[src/rtl/irq_controller.sv]
// irq_controller: edge-captured, maskable interrupt controller with lowest-index priority.
// Define IRQ_SYNC_EN to add a 2-flop synchronizer on every irq_src bit.
module irq_controller #(
    parameter int         NUM_SRC   = 8,
    parameter logic [4:0] BASE_ADDR = 5'b11000
) (
    input  logic               clk,
    input  logic               rst,
    input  logic               we,
    input  logic [4:0]         addr,
    input  logic [31:0]        dataIn,
    output logic [31:0]        dataOut,
    input  logic [NUM_SRC-1:0] irq_src,
    output logic               irq,
    output logic [4:0]         irq_id
);
    // Registers are kept 32 bits wide; bits at and above NUM_SRC are forced to 0.
    localparam logic [31:0] VALID  = 32'((64'd1 << NUM_SRC) - 64'd1);
    localparam logic [4:0]  A_PEND = BASE_ADDR;
    localparam logic [4:0]  A_MASK = BASE_ADDR + 5'd1;
    localparam logic [4:0]  A_CAUS = BASE_ADDR + 5'd2;
    localparam logic [4:0]  A_ACK  = BASE_ADDR + 5'd3;

    logic [31:0] src, src_q, pending, mask, eff, rise, clr, pending_n;
    logic [4:0]  id_n;

`ifdef IRQ_SYNC_EN
    logic [NUM_SRC-1:0] sync1, sync2;
    always_ff @(posedge clk or negedge rst) begin
        if (!rst) begin
            sync1 <= '0;
            sync2 <= '0;
        end else begin
            sync1 <= irq_src;
            sync2 <= sync1;
        end
    end
    assign src = 32'(sync2);
`else
    assign src = 32'(irq_src);
`endif

    // An ACK index >= NUM_SRC shifts to a bit that VALID strips.
    assign rise      = src & ~src_q;
    assign clr       = ({32{we && addr == A_PEND}} & dataIn)
                     | ({32{we && addr == A_ACK}} & (32'd1 << dataIn[4:0]));
    assign pending_n = ((pending & ~clr) | rise) & VALID;
    assign eff       = pending & mask;

    always_comb begin
        id_n = '0;
        for (int i = 31; i >= 0; i--)
            if (eff[i]) id_n = 5'(i);
    end

    always_ff @(posedge clk or negedge rst) begin
        if (!rst) begin
            src_q   <= '0;
            pending <= '0;
            mask    <= '0;
            irq     <= 1'b0;
            irq_id  <= '0;
        end else begin
            src_q   <= src;
            pending <= pending_n;
            if (we && addr == A_MASK) mask <= dataIn & VALID;
            irq     <= |eff;
            irq_id  <= id_n;
        end
    end

    assign dataOut = addr == A_PEND ? pending :
                     addr == A_MASK ? mask :
                     addr == A_CAUS ? {irq, 26'd0, irq_id} : 32'd0;
endmodule

[config.mk]
export PLATFORM = sky130hd
export DESIGN_NAME = irq_controller
export DESIGN_NICKNAME = d
export VERILOG_FILES = /design/src/rtl/irq_controller.sv
export SDC_FILE = /design/constraint.sdc
export NUM_CORES = 1
export LEC_CHECK = 0
export ABC_AREA = 1
export BUFFER_PORTS_ARGS = -buffer_cell sky130_fd_sc_hd__buf_2
export CAP_MARGIN = 10
export CORE_UTILIZATION = 45
export DETAILED_ROUTE_END_ITERATION = 6
export GPL_ROUTABILITY_DRIVEN = 0
export PLACE_DENSITY = 0.86
export SYNTH_ARGS = -nofsm -noshare
export SYNTH_HDL_FRONTEND = slang
export SYNTH_SLANG_ARGS = --single-unit
[constraint.sdc]
create_clock -name clk -period 2.08 [get_ports clk]
set_clock_uncertainty 0.05 [all_clocks]
set_input_delay 0.104 -clock clk [delete_from_list [all_inputs] [get_ports clk]]
set_output_delay 0.104 -clock clk [all_outputs]
set_load 0.01 [all_outputs]
Yosys cells after proc, flatten, opt, wreduce, memory -nomap -nowiden
Index checks and enable logic that the tools add are counted.

operators by class
  equal/unequal tests = 4
  shift-type cells = 1
  multiplexer cells = 35
  bitwise operators = 9
  reductions and logical operators = 4

operators with widths
  operator                                         count
  two-way mux 5 bit                                32
  two-way mux 32 bit                               3
  AND 8 bit                                        5
  OR reduction 32 bit                              1
  == test 5 bit, second input constant             4
  NOT 8 bit                                        2
  OR 8 bit                                         2
  left shift 1 x 5 -> 8 bit, first input constant  1
  logical AND 1 bit                                3

storage, ports and cells
  register bits after elaboration = 30
  output and inout bits = 38
  logic and storage cells = 58

Depth between registers and ports, before layout
Gate-level depths: netlist of run 1.

  depth after elaboration = 32
  mapped depth = 8

Least setup slack after synthesis of run 1
Ideal clock, no wire load.

  kind = input to register
  start point = input addr[2]
  end point = register pending[0]
  arrival = 826 ps
  required time = 1913 ps
  setup slack = 1086 ps
  cell stages on the path = 6
  buffers on the path = 0
  cell sequence = inv_1 nand2_1 nor3b_2 nand2_1 nand3_1 nand2_1

on the way
  word-level cells in the longest chain between the ends = 7

RTL lines
  what                                         line    RTL
  from (decl)                                  10      input logic [4:0] addr,
  == test 5 bit, on equally long branches      45, 46
  logical AND 1 bit, on equally long branches  45, 46
  AND 8 bit, on equally long branches          45, 46
  OR 8 bit *                                   46      | ({32{we && addr == A_ACK}} & (32'd1 << dataIn[4:0]));
  NOT 8 bit *                                  47      assign pending_n = ((pending & ~clr) | rise) & VALID;
  AND 8 bit *                                  47
  OR 8 bit *                                   47
  via pending_n[0]                             24      logic [31:0] src, src_q, pending, mask, eff, rise, clr, pending_n;
  to (signal assigned)                         65      pending <= pending_n;
  to (decl)                                    24

Mark *: on every way through the listed nets, which the timed path passes. The rest lies on a longest branch.
A chain may end at the register's enable or synchronous reset.

Final worst setup path of run 1
  start point = input addr[2]
  end point = output dataOut[4]

on the way
  word-level cells in the longest chain between the ends = 4

RTL lines
  what                  line  RTL
  == test 5 bit         74    addr == A_CAUS ? {irq, 26'd0, irq_id} : 32'd0;
  two-way mux 32 bit    74
  two-way mux 32 bit    73    addr == A_MASK ? mask :
  two-way mux 32 bit *  72    assign dataOut = addr == A_PEND ? pending :
  to (decl)             12    output logic [31:0] dataOut,

Every way passes the cells marked *; elsewhere a longest branch is shown, timed or not.

==> impl_metrics.py, run 1 <==
metrics = {
    "worst_setup_path": {
        "worstSetupStartpointType": "input port",
        "crit_top_cell": "nand2_1",
        "reg2reg_to": "irq_id[0]",
        "rr_worst_depth": 7,
        "startpoint": "addr[2]",
        "r2r-start": "pending[6]",
        "crit_fanout": 8,
        "cpLargestDelayFamily": "buffers and inverters",
        "worstPathArrival_ns": 1.13,
        "critPathMaxStageDelay_ns": 0.22,
        "end_kind": "output port",
        "crit_required_ns": 1.93,
        "crit_end": "dataOut[4]",
        "path_cells": "buf_2 > inv_1 > nand2_1 > nor2_1 > nand2_1 > inv_1 > nand2_1 > o21ai_0 > buf_2",
        "crit_type": "in2out",
        "rrSetupSlack_ns": 1.03,
        "slowest_stage": "inv_1",
        "worst-path-buf-inv": 4,
        "worstSetupPathDepth": 9,
    },
    "global_route": {
        "antenna_found_initial": 0,
        "overflow": 0,
        "use_met3_pct": 2.99,
        "grt_pass1_wl_um": 4930,
        "grt_usage_pct": 18.1,
        "grt_max_degree": 29,
        "top_usage_layer": "met2",
        "grt_pass1_vias": 1237,
        "grtUsageMet1_pct": 20.2,
        "met2_usage_pct": 34.5,
    },
    "flow_run": {
        "max_cap_violations": 0,
    },
    "place": {
        "port_buffers": 36,
        "hpwlAfterDp_um": 2230,
        "place_ws_ns": 0.762,
    },
    "sta": {
        "fmax_mhz": 778,
        "slew_viol_final": 0,
        "fin_crit_sh_pct": 61.8,
        "maxSlewHeadroom_pct": 58.7,
        "hold_viol_final": 0,
        "finalCriticalPeriod_ns": 1.29,
        "setup_tns_ns": 0,
        "finalSetupViolCount": 0,
        "setup_ws_ns": 0.794,
        "worst_pin_slew_ns": 0.620,
        "rsz0062_at_grt": "no",
    },
    "routing": {
        "ant_nets": 0,
        "vias": 1353,
        "drt-vias-per-instance": 4.42,
        "routed_wl_um": 2990,
        "firstDrtPassIters": 4,
        "drc_errors": 0,
        "drtIter0Drc": 38,
        "post_drt_wl_per_cell_um": 9.76,
    },
    "cells_and_area": {
        "finalNetCount": 309,
        "antenna_cells": 0,
        "layout_commonest_cell": "nand2_1",
        "drive_gt1_share_pct": 18.1,
        "area_growth_pct": 20.2,
        "final_cell_mix": "74 x nand2_1, 36 x buf_2, 28 x dfrtp_1",
    },
    "power_and_ir_drop": {
        "internal_power_mw": 0.818,
        "power.leakage_nw": 1.01,
        "pwr-share-clk_pct": 22.7,
        "ir_drop_v": 0.000273,
        "power_frac_comb_pct": 22.6,
        "p_per_area_nw_per_um2": 627,
        "p_switching_mw": 0.360,
        "seq_power_share_pct": 54.6,
        "swShare_pct": 30.5,
    },
    "cts": {
        "cts_root_buf": "clkbuf_4",
        "cts_setup_buffers": 0,
        "clock_latency_ns": 0.34,
        "path_clk_slew_ns": 0.14,
        "cts_sinks": 28,
        "cts_buffers": 3,
        "clockBufferDepth": 2,
        "cts_hold_buffers": 15,
        "cts_tree": "yes",
        "cts-htree-levels": 1,
        "ctsResizeCount": 0,
    },
    "yosys": {
        "ys_warn_count": 0,
        "synth_seq_cells": 28,
        "syn_area_um2": 1560,
        "synth_area_per_cell_um2": 7.55,
        "ys_seq_area_share_pct": 44.8,
        "ys_types": 19,
        "syn_inst": 207,
    },
    "floorplan": {
        "start_util_pct": 46.8,
        "die_w_um": 60.9,
        "design.die.area_um2": 3710,
        "fp-row-count": 21,
        "coreArea_um2": 3340,
        "ios": 86,
        "die_h_um": 60.9,
    },
    "hold_path": {
        "min_path_cells": 4,
        "hp-start": "dataIn[1]",
        "min_path_type": "in2reg",
    },
    "status": {
        "status": "finished, final reports clean",
    },
}
## state kept, by name, summed over array words and instances (netlist names)
| signal | cells |
|---|---|
| irq | 1 |
| src_q | 8 |
| irq_id | 3 |
| pending | 8 |
| mask | 8 |
## layout make-up
class | instances | area (um2)
Multi-Input combinational cell | 153 | 663
Fill cell | 347 | 1460
Timing Repair Buffer | 51 | 330
Tap cell | 46 | 57.6
Sequential cell | 28 | 701
Clock buffer | 4 | 36.3
Inverter | 24 | 90.1
## stage by stage
step / instance area (um2) / hold slack [ns] / utilization (%) / std cells / total power [mW]
after global routing: 1880 / 0.0231 / 56.3 / 306 / 1.25
after floorplan: 1650 / -0.242 / - / 231 / 0.839
after global placement: 1690 / 0.0980 / 50.7 / 287 / 0.887
final: 1880 / 0.0242 / 56.3 / 306 / 1.18
after CTS: 1880 / 0.00881 / 56.3 / 306 / 1.19
after detailed placement: 1690 / 0.104 / 50.7 / 287 / 0.899
## synthesized netlist by cell type
master	count	area [um2]
a21oi_1	3	15.0
a31oi_1	1	6.26
and2_1	1	6.26
and3_2	1	7.51
buf_4	25	188
buf_6	1	11.3
conb_1	1	3.75
dfrtp_1	28	701
inv_1	24	90.1
nand2_1	74	278
nand3_1	16	80.1
nand4_4	1	21.3
nor2_1	14	52.6
nor2_2	2	12.5
nor2_4	1	11.3
nor3_1	1	5.00
nor3b_2	1	12.5
o21ai_0	11	55.1
or2_2	1	6.26
## per-layer routing
metal  wire length [um]  up-vias  share of wire, %
met4                 30        0               1.0
met3                212        3               7.1
met5                  0        -                 0
li1                   -      692                 -
met2               1500       62                50
met1               1250      596                42
## power by group through the flow
stage          clock network (mW)  logic [mW]  registers [mW]
6_report                    0.268       0.267           0.643
5_1_grt                     0.292       0.308           0.652
4_1_cts                     0.278       0.267           0.643
3_5_place_dp                    0       0.244           0.655
3_3_place_gp                    0       0.236           0.651
2_1_floorplan                   0       0.184           0.655
## worst min-delay path by stage
stage | end | slack (ns)
6_report | pending[1] | 0.02
3_3_place_gp | src_q[7] | 0.1
4_1_cts | pending[1] | 0.009
2_1_floorplan | irq | -0.24
3_5_place_dp | mask[6] | 0.10
5_1_grt | pending[1] | 0.02
## worst min-delay path, cell delays in order
cell and delay (ns):
buf_2 0.12, nand2_1 0.05, nand3_1 0.06, nand2_1 0.04
## kinds of logic (layout without fill, tap and decap cells)
logic type	Yosys count	in the layout	synth area share [%]
buffers and inverters	50	79	18.5
AO/OA/AOI/OAI	15	15	4.88
AND/OR/NAND/NOR	113	113	31.5
other	1	25	0.240
flip-flops	28	28	44.8
No activity file was read; power rests on OpenSTA's default activity.
==> run 2, diff against run 1 <==
CORE_UTILIZATION = 40   (was 45)
PLACE_DENSITY = 0.81   (was 0.86)
clock period = 1 ns   (was 2.08 ns; I/O delays follow)
==> run 2 against run 1 <==
  * The run now ends with hold timing, setup timing left
  * Die area increased by 12%
  * Register-to-register slack worse by 1.1 ns
  * Combinational power grew to 2.9 times the previous value
  * Sequential share of layout area down 5.8 points
  * Via count is 10% higher
  * First-iteration DRC count increased by 53%
  * Final cell count increased by 7.5%
  * Utilization increased by 3.5 points
  * Non-clock buffer count up 21
  * Largest power group unchanged
==> impl_metrics.py, run 2 (synthesized netlist as in run 1, its figures left out) <==
metrics = {
    "floorplan": {
        "design.die.area_um2": 4160,
        "ios": 86,
        "die_h_um": 64.5,
        "coreArea_um2": 3720,
        "start_util_pct": 42.1,
        "fp-row-count": 22,
        "die_w_um": 64.5,
    },
    "cts": {
        "cts_root_buf": "clkbuf_8",
        "cts_tree": "yes",
        "cts_sinks": 28,
        "cts_buffers": 3,
        "cts-htree-levels": 1,
        "clockBufferDepth": 2,
        "clock_latency_ns": 0.28,
        "path_clk_slew_ns": 0.09,
    },
    "cells_and_area": {
        "regArea_um2": 701,
        "final_cell_mix": "64 x nand2_1, 34 x buf_2, 28 x dfrtp_1",
        "stdcell_count": 329,
        "fillers": 346,
        "antenna_cells": 0,
        "area_growth_pct": 42.2,
        "drive_gt1_share_pct": 34.2,
        "multi_input_area_um2": 751,
        "layout_commonest_cell": "nand2_1",
        "reg.largest.list": "mask: 8 flops, pending: 8 flops, src_q: 8 flops",
        "finalNetCount": 330,
        "postLayoutCellArea_um2": 2220,
    },
    "routing": {
        "ant_nets": 0,
        "drtIter0Drc": 58,
        "firstDrtPassIters": 4,
        "drc_errors": 0,
        "vias": 1495,
        "routed_wl_um": 3660,
        "post_drt_wl_per_cell_um": 11.1,
        "drt-vias-per-instance": 4.54,
    },
    "worst_setup_path": {
        "rr_worst_depth": 9,
        "startpoint": "pending[7]",
        "crit_type": "reg2out",
        "rrSetupSlack_ns": -0.11,
        "crit_required_ns": 0.90,
        "worstPathArrival_ns": 1.04,
        "crit_end": "dataOut[7]",
        "crit_fanout": 2,
        "end_kind": "output port",
        "reg2reg_to": "irq_id[0]",
        "worstSetupStartpointType": "flop",
        "r2r-start": "pending[7]",
    },
    "sta": {
        "hold_ws_ns": -0.000462,
        "finalSetupViolCount": 13,
        "finalCriticalPeriod_ns": 1.14,
        "hold_viol_final": 1,
        "fmax_mhz": 875,
        "rsz0062_at_grt": "yes",
        "fin_crit_sh_pct": 114,
        "setup_ws_ns": -0.142,
        "slew_viol_final": 0,
    },
    "global_route": {
        "overflow": 0,
        "met2_usage_pct": 29.9,
        "use_met3_pct": 2.64,
        "grt_usage_pct": 17.9,
        "grtUsageMet1_pct": 23.5,
        "grt_max_degree": 29,
        "grt_pass1_wl_um": 5760,
        "grt_pass1_vias": 1366,
        "top_usage_layer": "met2",
        "antenna_found_initial": 0,
    },
    "power_and_ir_drop": {
        "ir_drop_v": 0.000675,
        "power.leakage_nw": 1.16,
        "p_per_area_nw_per_um2": 1280,
    },
    "status": {
        "violations": "hold timing, setup timing",
        "status": "finished, violations left",
    },
    "hold_path": {
        "min_path_type": "in2reg",
    },
    "place": {
        "port_buffers": 36,
        "placed_area_um2": 1810,
        "dp_cells": 301,
        "hpwlAfterDp_um": 2350,
    },
    "flow_run": {
        "max_cap_violations": 0,
    },
}
[run 2: changes by cell type in the layout (fill, tap and decap cells not counted), sizes merged]
cell         previous run  this run
buf                    36        58
clkbuf                  4         5
dlygate4sd3            15        13
[run 2: where the power goes]
group | leakage (nW) | internal [mW] | switching, mW
clock network | 0.0288 | 0.354 | 0.362
logic | 0.826 | 0.349 | 0.437
registers | 0.305 | 1.26 | 0.0764
total | 1.16 | 1.97 | 0.875
[run 2: through the flow]
| stage | setup WS, ns | power (mW) | TNS [ns] | util, % |
|---|---|---|---|---|
| after floorplan | 0.0603 | 1.74 | 0 | - |
| after global placement | -0.138 | 1.89 | -1.74 | 48.7 |
| after detailed placement | -0.143 | 1.91 | -2.38 | 48.7 |
| after CTS | -0.151 | 2.72 | -0.737 | 56.1 |
| after global routing | -0.185 | 2.99 | -1.63 | 59.8 |
| final | -0.142 | 2.84 | -0.902 | 59.8 |
[run 2: area by class of cell]
type | instances | share of cell area (%)
multi-input cells | 153 | 33.8
flip-flops and latches | 28 | 31.5
repair buffers | 72 | 25.2
inverters | 24 | 4.28
well taps | 48 | 2.70
clock buffers | 4 | 2.48
[run 2: how the worst min path moves through the flow]
stage / from / endpoint / slack (ns) / cells past startpoint
CTS: dataIn[4] / pending[4] / 0.005 / 4
detailed placement: rst / src_q[0] / -0.04 / 2
finish: dataIn[4] / pending[4] / -0.0005 / 4
global placement: rst / src_q[0] / -0.05 / 2
floorplan: rst / irq / -0.30 / 0
global route: dataIn[4] / pending[4] / 0.03 / 4
[run 2: critical path: stages (launching register included)]
cell and delay [ns]:
dfrtp_1 0.40, buf_6 0.12, nand2_2 0.07, o21ai_2 0.05
buf_2 0.13
[run 2: per-layer routing]
metal  share of wire [%]  routed length (um)  vias up
li1                    -                   -      737
met1                  42                1520      677
met2                  49                1810       72
met4                 2.2                  82        0
met3                 6.6                 242        9
met5                   0                   0        -
[run 2: what timing repair did]
| item | 4_1_cts | 5_1_grt |
|---|---|---|
| buffers inserted | 10 | 2 |
| resized for setup | 15 | 35 |
| hold buffers | 13 | 0 |
| setup endpoints to repair | 9 | 19 |
| gates cloned | 0 | 1 |
| pin swaps | 15 | 10 |
| endpoints found under the hold margin | 48 | 0 |
